[config.mk]
export PLATFORM = sky130hd
export DESIGN_NAME = fetch_unit
export DESIGN_NICKNAME = d
export VERILOG_FILES = /design/src/rtl/fetch_unit.sv
export SDC_FILE = /design/constraint.sdc
export NUM_CORES = 1
export LEC_CHECK = 0
export BUFFER_PORTS_ARGS = -buffer_cell sky130_fd_sc_hd__buf_2
export CELL_PAD_IN_SITES_DETAIL_PLACEMENT = 1
export CELL_PAD_IN_SITES_GLOBAL_PLACEMENT = 1
export CORE_MARGIN = 2
export CORE_UTILIZATION = 34
export DETAILED_ROUTE_END_ITERATION = 8
export PLACE_DENSITY = 0.84
export SETUP_SLACK_MARGIN = 0.02
export SKIP_LAST_GASP = 1
export SLEW_MARGIN = 0
export SYNTH_ARGS = -nofsm -noshare
export SYNTH_HDL_FRONTEND = slang
export SYNTH_SLANG_ARGS = --single-unit
[constraint.sdc]
create_clock -name clk -period 2.4 [get_ports clk]
set_input_delay 0.12 -clock clk [delete_from_list [all_inputs] [get_ports clk]]
set_output_delay 0.12 -clock clk [all_outputs]
set_load 0.005 [all_outputs]
[src/rtl/fetch_unit.sv]
// rtl/fetch_unit.sv - dual-issue instruction fetch stage with one-entry hold buffer
// Issues a paired-word read every cycle and presents the even/odd pair to decode.
module fetch_unit (
  input  logic        clk,
  input  logic        rst,
  input  logic [8:0]  PC_next_in,
  input  logic        IR0_invalid_in,
  input  logic        reset_S1_in,
  input  logic        stall_in,
  output logic [7:0]  imem_addr_out,
  input  logic        imem_gnt_in,
  input  logic [31:0] imem_rdata_in,
  output logic [8:0]  PC_out,
  output logic        fetch_next_out,
  output logic [15:0] p0_IR_out,
  output logic [15:0] p1_IR_out,
  output logic        p0_valid_out,
  output logic        p1_valid_out,
  output logic [15:0] bubble_cnt_out
);

  logic [7:0]  pc_q;
  logic        gnt_q;
  logic        hold_valid;
  logic [31:0] hold_data;
  logic [15:0] bubble_cnt;
  logic        avail;
  logic [31:0] pair_data;
  logic        unused_pc_lsb;

  // The PC is always even, so only the pair address is stored.
  assign unused_pc_lsb = PC_next_in[0];

  assign avail          = hold_valid | gnt_q;
  assign pair_data      = hold_valid ? hold_data : imem_rdata_in;
  assign fetch_next_out = avail & ~stall_in;

  // Issuing the next address on advance keeps returning data aligned with the held PC.
  assign imem_addr_out  = fetch_next_out ? PC_next_in[8:1] : pc_q;

  assign PC_out         = {pc_q, 1'b0};
  assign p1_valid_out   = avail & ~reset_S1_in;
  assign p0_valid_out   = p1_valid_out & ~IR0_invalid_in;
  assign p0_IR_out      = p0_valid_out ? pair_data[15:0]  : 16'h0000;
  assign p1_IR_out      = p1_valid_out ? pair_data[31:16] : 16'h0000;
  assign bubble_cnt_out = bubble_cnt;

  always_ff @(posedge clk) begin
    if (rst) begin
      pc_q       <= 8'h00;
      gnt_q      <= 1'b0;
      hold_valid <= 1'b0;
      hold_data  <= 32'h0000_0000;
      bubble_cnt <= 16'h0000;
    end else begin
      gnt_q <= imem_gnt_in;
      if (fetch_next_out) begin
        pc_q       <= PC_next_in[8:1];
        hold_valid <= 1'b0;
      end else if (gnt_q && !hold_valid && stall_in) begin
        hold_valid <= 1'b1;
        hold_data  <= imem_rdata_in;
      end
      if (!avail && bubble_cnt != 16'hFFFF) begin
        bubble_cnt <= bubble_cnt + 16'd1;
      end
    end
  end

endmodule
==> summary.txt, run 1 <==
Timing
  • Hold WS: 0.0332 ns
  • Min cycle time layout: 2.03 ns
  • Worst setup skew after layout: 0.00673 ns
  • Share of the cycle needed by the critical path after routing: 84.5%
  • Slew Limit Headroom: 50.6%
  • Count of final hold-check violations: 0
  • Achievable frequency: 0.493 GHz
  • Pin slew with the least headroom to its limit: 0.738 ns
  • Number of endpoints failing setup at the final stage: 0
  • Unrepaired setup endpoints after global routing: no
  • Setup WS post-layout: 0.372 ns
  • Final-report max-slew violation count: 0
  • Fin Setup TNS: 0 ns

Route
  • Routed via count: 2,774
  • Total wire length after detailed routing: 7890 µm
  • DRC marker count from the first detailed-route iteration: 62
  • Mean number of vias per cell: 4.99
  • Antenna violation net count after detailed routing: 0
  • Average detailed-routed wire length per instance: 14.2 µm
  • Post-detailed-route DRC marker count: 0
  • Total iterations of the first detailed-routing run: 4

Clocking
  • Number of buffers created by CTS: 9
  • Number of H-tree levels: 3
  • Post-cts sizing count: 0
  • Clock-pin slew of the registers on the worst-case setup and hold paths: 0.06 ns
  • Clock root cell: sky130_fd_sc_hd__clkbuf_8
  • Number of hold buffers added after cts: 0
  • Source-to-sink clock delay at the later pin of the worst-skew pair: 0.33 ns
  • Clock tree from TritonCTS: built
  • Buffer levels on the longest clock path: 2
  • Total number of clock tree sinks: 58
  • Count of buffers added by post-CTS timing repair for setup: 0

Global route
  • Grt total ovfl: 0
  • All-layer global routing usage: 17.7%
  • Maximum number of pins on one net before global-route repair: 35
  • Wire length of the first global-routing pass: 12,500 µm
  • Initial antenna violation count: 0
  • Vias in the first global route: 2,766

Setup path
  • Crit start category: flop
  • Worst-path fanout max: 9
  • Crit path capture type: output port
  • Arrival time at the worst endpoint: 1.91 ns
  • Register-to-register setup slack: 0.52 ns
  • Slowest CP cell: sky130_fd_sc_hd__nor2_1
  • Kind of critical path: flop to output port
  • Cells traversed along the worst timing path: nor2_2 -> nor2_1 -> mux2_2 -> buf_2
  • Peak per-stage delay on the critical path: 0.57 ns
  • Dominant delay contributor by cell family on the critical path: simple AND/OR/NAND/NOR gates
  • Required time at the worst-slack endpoint: 2.28 ns
  • Buf/Inv on CP: 1

Floorplanning
  • Initial Utilization: 35.4%
  • DIE WIDTH: 94.1 µm
  • Die H: 94.1 µm
  • Standard-cell row count: 32
  • I/O pin total: 115
  • CORE AREA: 0.00781 mm²
  • DIE AREA: 0.00886 mm²

Logic synthesis
  • Library cell with the largest summed area after synthesis: sky130_fd_sc_hd__dfxtp_1
  • Top cells by area in the synthesized netlist: sky130_fd_sc_hd__dfxtp_1 42%, sky130_fd_sc_hd__mux2i_1 12%, sky130_fd_sc_hd__nand2_1 9.8%
  • Fraction of synthesized cell area taken by the top area cell type: 42.0%
  • Sequential element share of the synthesized area: 42.0%
  • Most used flip-flop cell after synthesis: sky130_fd_sc_hd__dfxtp_1
  • Synthesized netlist cell count: 342
  • Warning count from the yosys run: 0
  • Number of enable flip-flop cells after synthesis: 0
  • Number of nets produced by synthesis: 390
  • Netlist area before placement: 0.00276 mm²
  • Share of async-settable or async-resettable flops after synthesis: 0%
  • Mean post-synth cell area: 8.07 µm²
  • Count of distinct cell types in the synthesized netlist: 35
  • Flops & latches, synth: 58

Power and ir drop
  • Total power divided by cell area: 567 mW/mm²
  • LEAKAGE: 0.00156 µW
  • Worst VDD drop: 0.000227 V

Layout
  • Fillcell total: 999
  • Register cell area after layout: 0.00116 mm²
  • N_diodes: 0
  • Nets: 497
  • Most frequent standard cell in the layout excluding fill and tap cells: sky130_fd_sc_hd__buf_2
  • Ratio of cells with drive above 1 in the final layout: 32.8%
  • Most used cells in the layout excluding fill and tap cells: 112 x sky130_fd_sc_hd__buf_2, 72 x sky130_fd_sc_hd__nand2_1, 57 x sky130_fd_sc_hd__dfxtp_1, 42 x sky130_fd_sc_hd__a21oi_1, 39 x sky130_fd_sc_hd__nor2_1
  • Area of the multi-input gates: 0.00149 mm²
  • Area delta synth->final: 29.2%
  • Core utilization of the finished layout: 45.7%

Placement
  • Routability-driven placement congestion ratio: 0.766
  • Port-buffer cells: 112
  • Detailed placer's ending HPWL: 5660 µm
  • Setup Slack @ Placement: 0.561 ns

Hold path
  • Type of the worst min-delay path: input port to flop

Job
  • Count of max-cap constraint violations: 0

Run status
  • Status: finished, final reports clean
power by group:
part | internal (µW) | switching, µW | leakage, µW | total (µW)
registers | 994 | 19.7 | 0.000471 | 1010
logic | 113 | 132 | 0.00100 | 246
clock network | 399 | 366 | 0.0000872 | 764
total | 1510 | 518 | 0.00156 | 2020
worst paths after layout:
path / startpoint / to / cells past startpoint
setup / recovery: gnt_q / imem_addr_out[4] / 4
hold reg to reg: hold_data[11] / hold_data[11] / 2
hold / removal: imem_gnt_in / gnt_q / 2
setup reg to reg: bubble_cnt_out[0] / bubble_cnt_out[14] / 5
cells by family (layout without fill, tap and decap cells):
| family | after synthesis | count (layout) | share of synthesized area [%] |
|---|---|---|---|
| AO/OA/AOI/OAI | 55 | 55 | 11.0 |
| XOR/XNOR | 1 | 1 | 0.317 |
| other | 1 | 1 | 0.136 |
| adder cells (fa/ha/maj) | 1 | 1 | 0.453 |
| buffers and inverters | 26 | 138 | 3.94 |
| flip-flops | 58 | 58 | 42.0 |
| multiplexers | 44 | 44 | 16.4 |
| AND/OR/NAND/NOR | 156 | 156 | 25.7 |
through the flow:
step                area, µm²  cells  total power [µW]
finish                   3570    556              2020
detailed placement       3400    540              1290
global route             3570    556              2130
CTS                      3570    556              2050
global placement         3400    540              1270
floorplan                2760    342              1170
layer usage:
metal | part of all wire (%) | track usage [%] | up-vias | routed length [µm]
met1 | 44 | 20.6 | 1325 | 3440
met2 | 51 | 32.0 | 65 | 4030
met4 | 0.94 | 6.16 | 0 | 74
met3 | 4.4 | 3.37 | 8 | 345
li1 | - | - | 1376 | -
met5 | 0 | 0 | - | 0
layout make-up:
| cell class | count | share of cell area, % |
|---|---|---|
| Multi-Input combinational cell | 258 | 41.9 |
| Sequential cell | 58 | 32.6 |
| Inverter | 4 | 0.421 |
| Clock buffer | 13 | 4.17 |
| Tap cell | 102 | 3.58 |
| Clock inverter | 3 | 0.421 |
| Timing Repair Buffer | 118 | 17.0 |
synthesized netlist by cell type (4+ instances only):
| library cell | count |
|---|---|
| sky130_fd_sc_hd__nand4_1 | 6 |
| sky130_fd_sc_hd__mux2_2 | 10 |
| sky130_fd_sc_hd__a21oi_1 | 42 |
| sky130_fd_sc_hd__mux2i_1 | 34 |
| sky130_fd_sc_hd__clkbuf_1 | 19 |
| sky130_fd_sc_hd__nand2_1 | 72 |
| sky130_fd_sc_hd__nor2_1 | 40 |
| sky130_fd_sc_hd__o21ai_0 | 6 |
| sky130_fd_sc_hd__o31ai_1 | 4 |
| sky130_fd_sc_hd__or3_1 | 7 |
| sky130_fd_sc_hd__inv_1 | 4 |
| sky130_fd_sc_hd__and2_1 | 8 |
| sky130_fd_sc_hd__dfxtp_1 | 58 |
| sky130_fd_sc_hd__nand3_1 | 4 |
flip-flops by register name (all words and copies together) (netlist names):
| name | cells |
|---|---|
| bubble_cnt_out | 16 |
| pc_q | 8 |
| hold_data | 32 |
| hold_valid | 1 |
| gnt_q | 1 |
(Power assumes the default switching activity.)
==> run 2: changes to the inputs <==
==> constraint.sdc (replaced) <==
create_clock -name clk -period 2.05 [get_ports clk]
set_input_delay 0.1025 -clock clk [delete_from_list [all_inputs] [get_ports clk]]
set_output_delay 0.1025 -clock clk [all_outputs]
set_load 0.005 [all_outputs]
==> run 2 against run 1 <==
- final cell count rose by 0.90%
- hold slack got worse by 0.018 ns
- non-clock buffer count rose by 5
- first-iteration DRC count fell by 23%
- routed wire length rose by 4.3%
- utilization rose by 1.0 points
- die area did not move
- total power rose by 22%
- clock skew fell by 0.0027 ns
- critical path depth rose by 1
- via count rose by 1.8%
- sequential power rose by 18%
- critical path type is now flop to flop
==> summary.txt, run 2 (synthesized netlist as in run 1, its figures left out) <==
Route
  • DRC marker count from the first detailed-route iteration: 48 (was 62)
  • Mean number of vias per cell: 5.03 (was 4.99)
  • Met2 wire length: 4310 µm (was 4030 µm)
  • Average detailed-routed wire length per instance: 14.7 µm (was 14.2 µm)
  • Topmost layer with routed signal wires: met4 (unchanged)
  • Antenna violation net count after detailed routing: 0 (unchanged)
  • Met3 WL post-DR: 412 µm (was 345 µm)
  • Routed via count: 2,824 (was 2,774)
  • Total wire length after detailed routing: 8230 µm (was 7890 µm)
  • Sum of routed wire segments on met1: 3430 µm (was 3440 µm)
  • Total iterations of the first detailed-routing run: 4 (unchanged)
  • Post-detailed-route DRC marker count: 0 (unchanged)

Floorplanning
  • DIE AREA: 0.00886 mm² (unchanged)
  • I/O pin total: 115 (unchanged)
  • Standard-cell row count: 32 (unchanged)
  • Die H: 94.1 µm (unchanged)
  • DIE WIDTH: 94.1 µm (unchanged)
  • Initial Utilization: 35.4% (unchanged)
  • CORE AREA: 0.00781 mm² (unchanged)

Hold path
  • Worst Hold Path Cells: 3 (was 2)
  • Type of the worst min-delay path: input port to flop (unchanged)

Layout
  • N_diodes: 0 (unchanged)
  • Area delta synth->final: 32.1% (was 29.2%)
  • Number of flip-flops under the largest register name: 32 (unchanged)
  • Most used cells in the layout excluding fill and tap cells: 112 x sky130_fd_sc_hd__buf_2, 72 x sky130_fd_sc_hd__nand2_1, 57 x sky130_fd_sc_hd__dfxtp_1, 42 x sky130_fd_sc_hd__a21oi_1, 39 x sky130_fd_sc_hd__nor2_1 (unchanged)
  • Ratio of cells with drive above 1 in the final layout: 33.6% (was 32.8%)
  • Most frequent standard cell in the layout excluding fill and tap cells: sky130_fd_sc_hd__buf_2 (unchanged)
  • Nets: 502 (was 497)
  • Register with the most flip-flops: hold_data (unchanged)

Power and ir drop
  • Switching portion of total power: 25.4% (was 25.6%)
  • Part of the power in the clock network: 39.7% (was 37.8%)
  • Power after layout: 2470 µW (was 2020 µW)
  • Cell internal power dissipation: 1840 µW (was 1510 µW)
  • Total power divided by cell area: 676 mW/mm² (was 567 mW/mm²)
  • Worst VDD drop: 0.000300 V (was 0.000227 V)
  • LEAKAGE: 0.00160 µW (was 0.00156 µW)
  • Proportion of power drawn by combinational gates: 12.2% (was 12.1%)
  • Power dissipated by switching net loads: 626 µW (was 518 µW)
  • Part of the power in registers: 48.1% (was 50.1%)

Setup path
  • Required time at the worst-slack endpoint: 2.31 ns (was 2.28 ns)
  • Worst-path fanout max: 5 (was 9)
  • Peak per-stage delay on the critical path: 0.48 ns (was 0.57 ns)
  • Kind of critical path: flop to flop (was flop to output port)
  • Crit start category: flop (unchanged)
  • Crit path capture type: flop (was output port)
  • Cell count of the worst reg-to-reg path: 5 (unchanged)
  • Slowest CP cell: sky130_fd_sc_hd__or4_4 (was sky130_fd_sc_hd__nor2_1)
  • Cells traversed along the worst timing path: ha_1 -> nand4_1 -> or4_4 -> or3_1 -> a21oi_1 (was nor2_2 -> nor2_1 -> mux2_2 -> buf_2)
  • Arrival time at the worst endpoint: 2.11 ns (was 1.91 ns)

Clocking
  • Number of H-tree levels: 3 (unchanged)
  • Number of buffers created by CTS: 9 (unchanged)
  • Buffer levels on the longest clock path: 2 (unchanged)
  • Clock root cell: sky130_fd_sc_hd__clkbuf_8 (unchanged)
  • Source-to-sink clock delay at the later pin of the worst-skew pair: 0.33 ns (about the same)
  • Total number of clock tree sinks: 58 (unchanged)
  • Clock-pin slew of the registers on the worst-case setup and hold paths: 0.06 ns (about the same)
  • Clock tree from TritonCTS: built (unchanged)

Timing
  • Fin Setup TNS: 0 ns (unchanged)
  • Min cycle time layout: 1.85 ns
  • Number of endpoints failing setup at the final stage: 0 (unchanged)
  • Hold WS: 0.0152 ns (was 0.0332 ns)
  • Count of final hold-check violations: 0 (unchanged)
  • Share of the cycle needed by the critical path after routing: 90.0%
  • Pin slew with the least headroom to its limit: 0.575 ns (was 0.738 ns)
  • Unrepaired setup endpoints after global routing: no (unchanged)
  • Slew Limit Headroom: 61.7% (was 50.6%)
  • Worst setup skew after layout: 0.00405 ns (was 0.00673 ns)
  • Achievable frequency: 0.542 GHz
  • Final-report max-slew violation count: 0 (unchanged)

Global route
  • Grt total ovfl: 0 (unchanged)
  • All-layer global routing usage: 18.8% (was 17.7%)
  • Wire length of the first global-routing pass: 13,200 µm (was 12,500 µm)
  • Initial antenna violation count: 0 (unchanged)
  • Vias in the first global route: 2,694 (was 2,766)
  • Maximum number of pins on one net before global-route repair: 35 (unchanged)

Placement
  • Routability-driven placement congestion ratio: 0.754 (was 0.766)
  • Port-buffer cells: 112 (unchanged)
  • Detailed placer's ending HPWL: 5930 µm (was 5660 µm)

Job
  • Count of max-cap constraint violations: 0 (unchanged)

Run status
  • Status: finished, final reports clean (unchanged)
run 2: cell count changes in the layout (fill, tap and decap cells not counted), sizes merged:
cell / before / now
clkbuf: 13 / 14
dlygate4sd3: 0 / 2
clkinv: 3 / 2
buf: 118 / 121
run 2: repair_timing:
action | CTS | global route
endpoints found under the hold margin | 2 | 0
gates resized for setup | 0 | 1
endpoints found under the setup margin | 0 | 14
setup buffers | 0 | 0
hold buffers | 2 | 0
run 2: power by group through the flow:
stage                     Sequential, µW  Combinational (µW)  Clock [µW]
final                               1190                 300         979
after global placement              1210                 289           0
after floorplan                     1210                 160           0
after detailed placement            1210                 300           0
after CTS                           1190                 305        1010
after global routing                1190                 334        1070
run 2: final cells by class:
cell class,instances,area (µm²)
clock buffers,14,173
clock inverters,2,10.0
fillers,1006,4160
inverters,4,15.0
multi-input cells,258,1500
flip-flops and latches,58,1160
well taps,102,128
repair buffers,123,661
run 2: per-layer routing:
layer  GRT usage (%)  vias to the layer above
li1                -                     1384
met1            21.8                     1364
met2            33.6                       69
met3            4.41                        7
met4            6.40                        0
met5               0                        -
run 2: final timing paths:
path / startpoint / endpoint / slack [ns]
max reg2reg: bubble_cnt_out[0] / bubble_cnt_out[14] / 0.20
max: bubble_cnt_out[0] / bubble_cnt_out[14] / 0.20
min: imem_rdata_in[28] / hold_data[28] / 0.02
min reg2reg: hold_data[28] / hold_data[28] / 0.45
run 2: critical path, delay by kind of cell (launching register included):
family	cells	cell delay [ns]
fa+ha+maj	1	0.24
compound gates	1	0.13
simple gates	3	1.00
flops	1	0.40
run 2: per-stage QoR:
stage / setup slack (ns) / utilization, % / std cells / cell area (µm²)
final: 0.205 / 46.7 / 561 / 3650
after detailed placement: 0.195 / 44.1 / 543 / 3440
after global placement: 0.239 / 44.1 / 543 / 3440
after floorplan: 0.310 / - / 342 / 2760
after global routing: 0.0484 / 46.7 / 561 / 3650
after CTS: 0.0503 / 46.7 / 561 / 3640
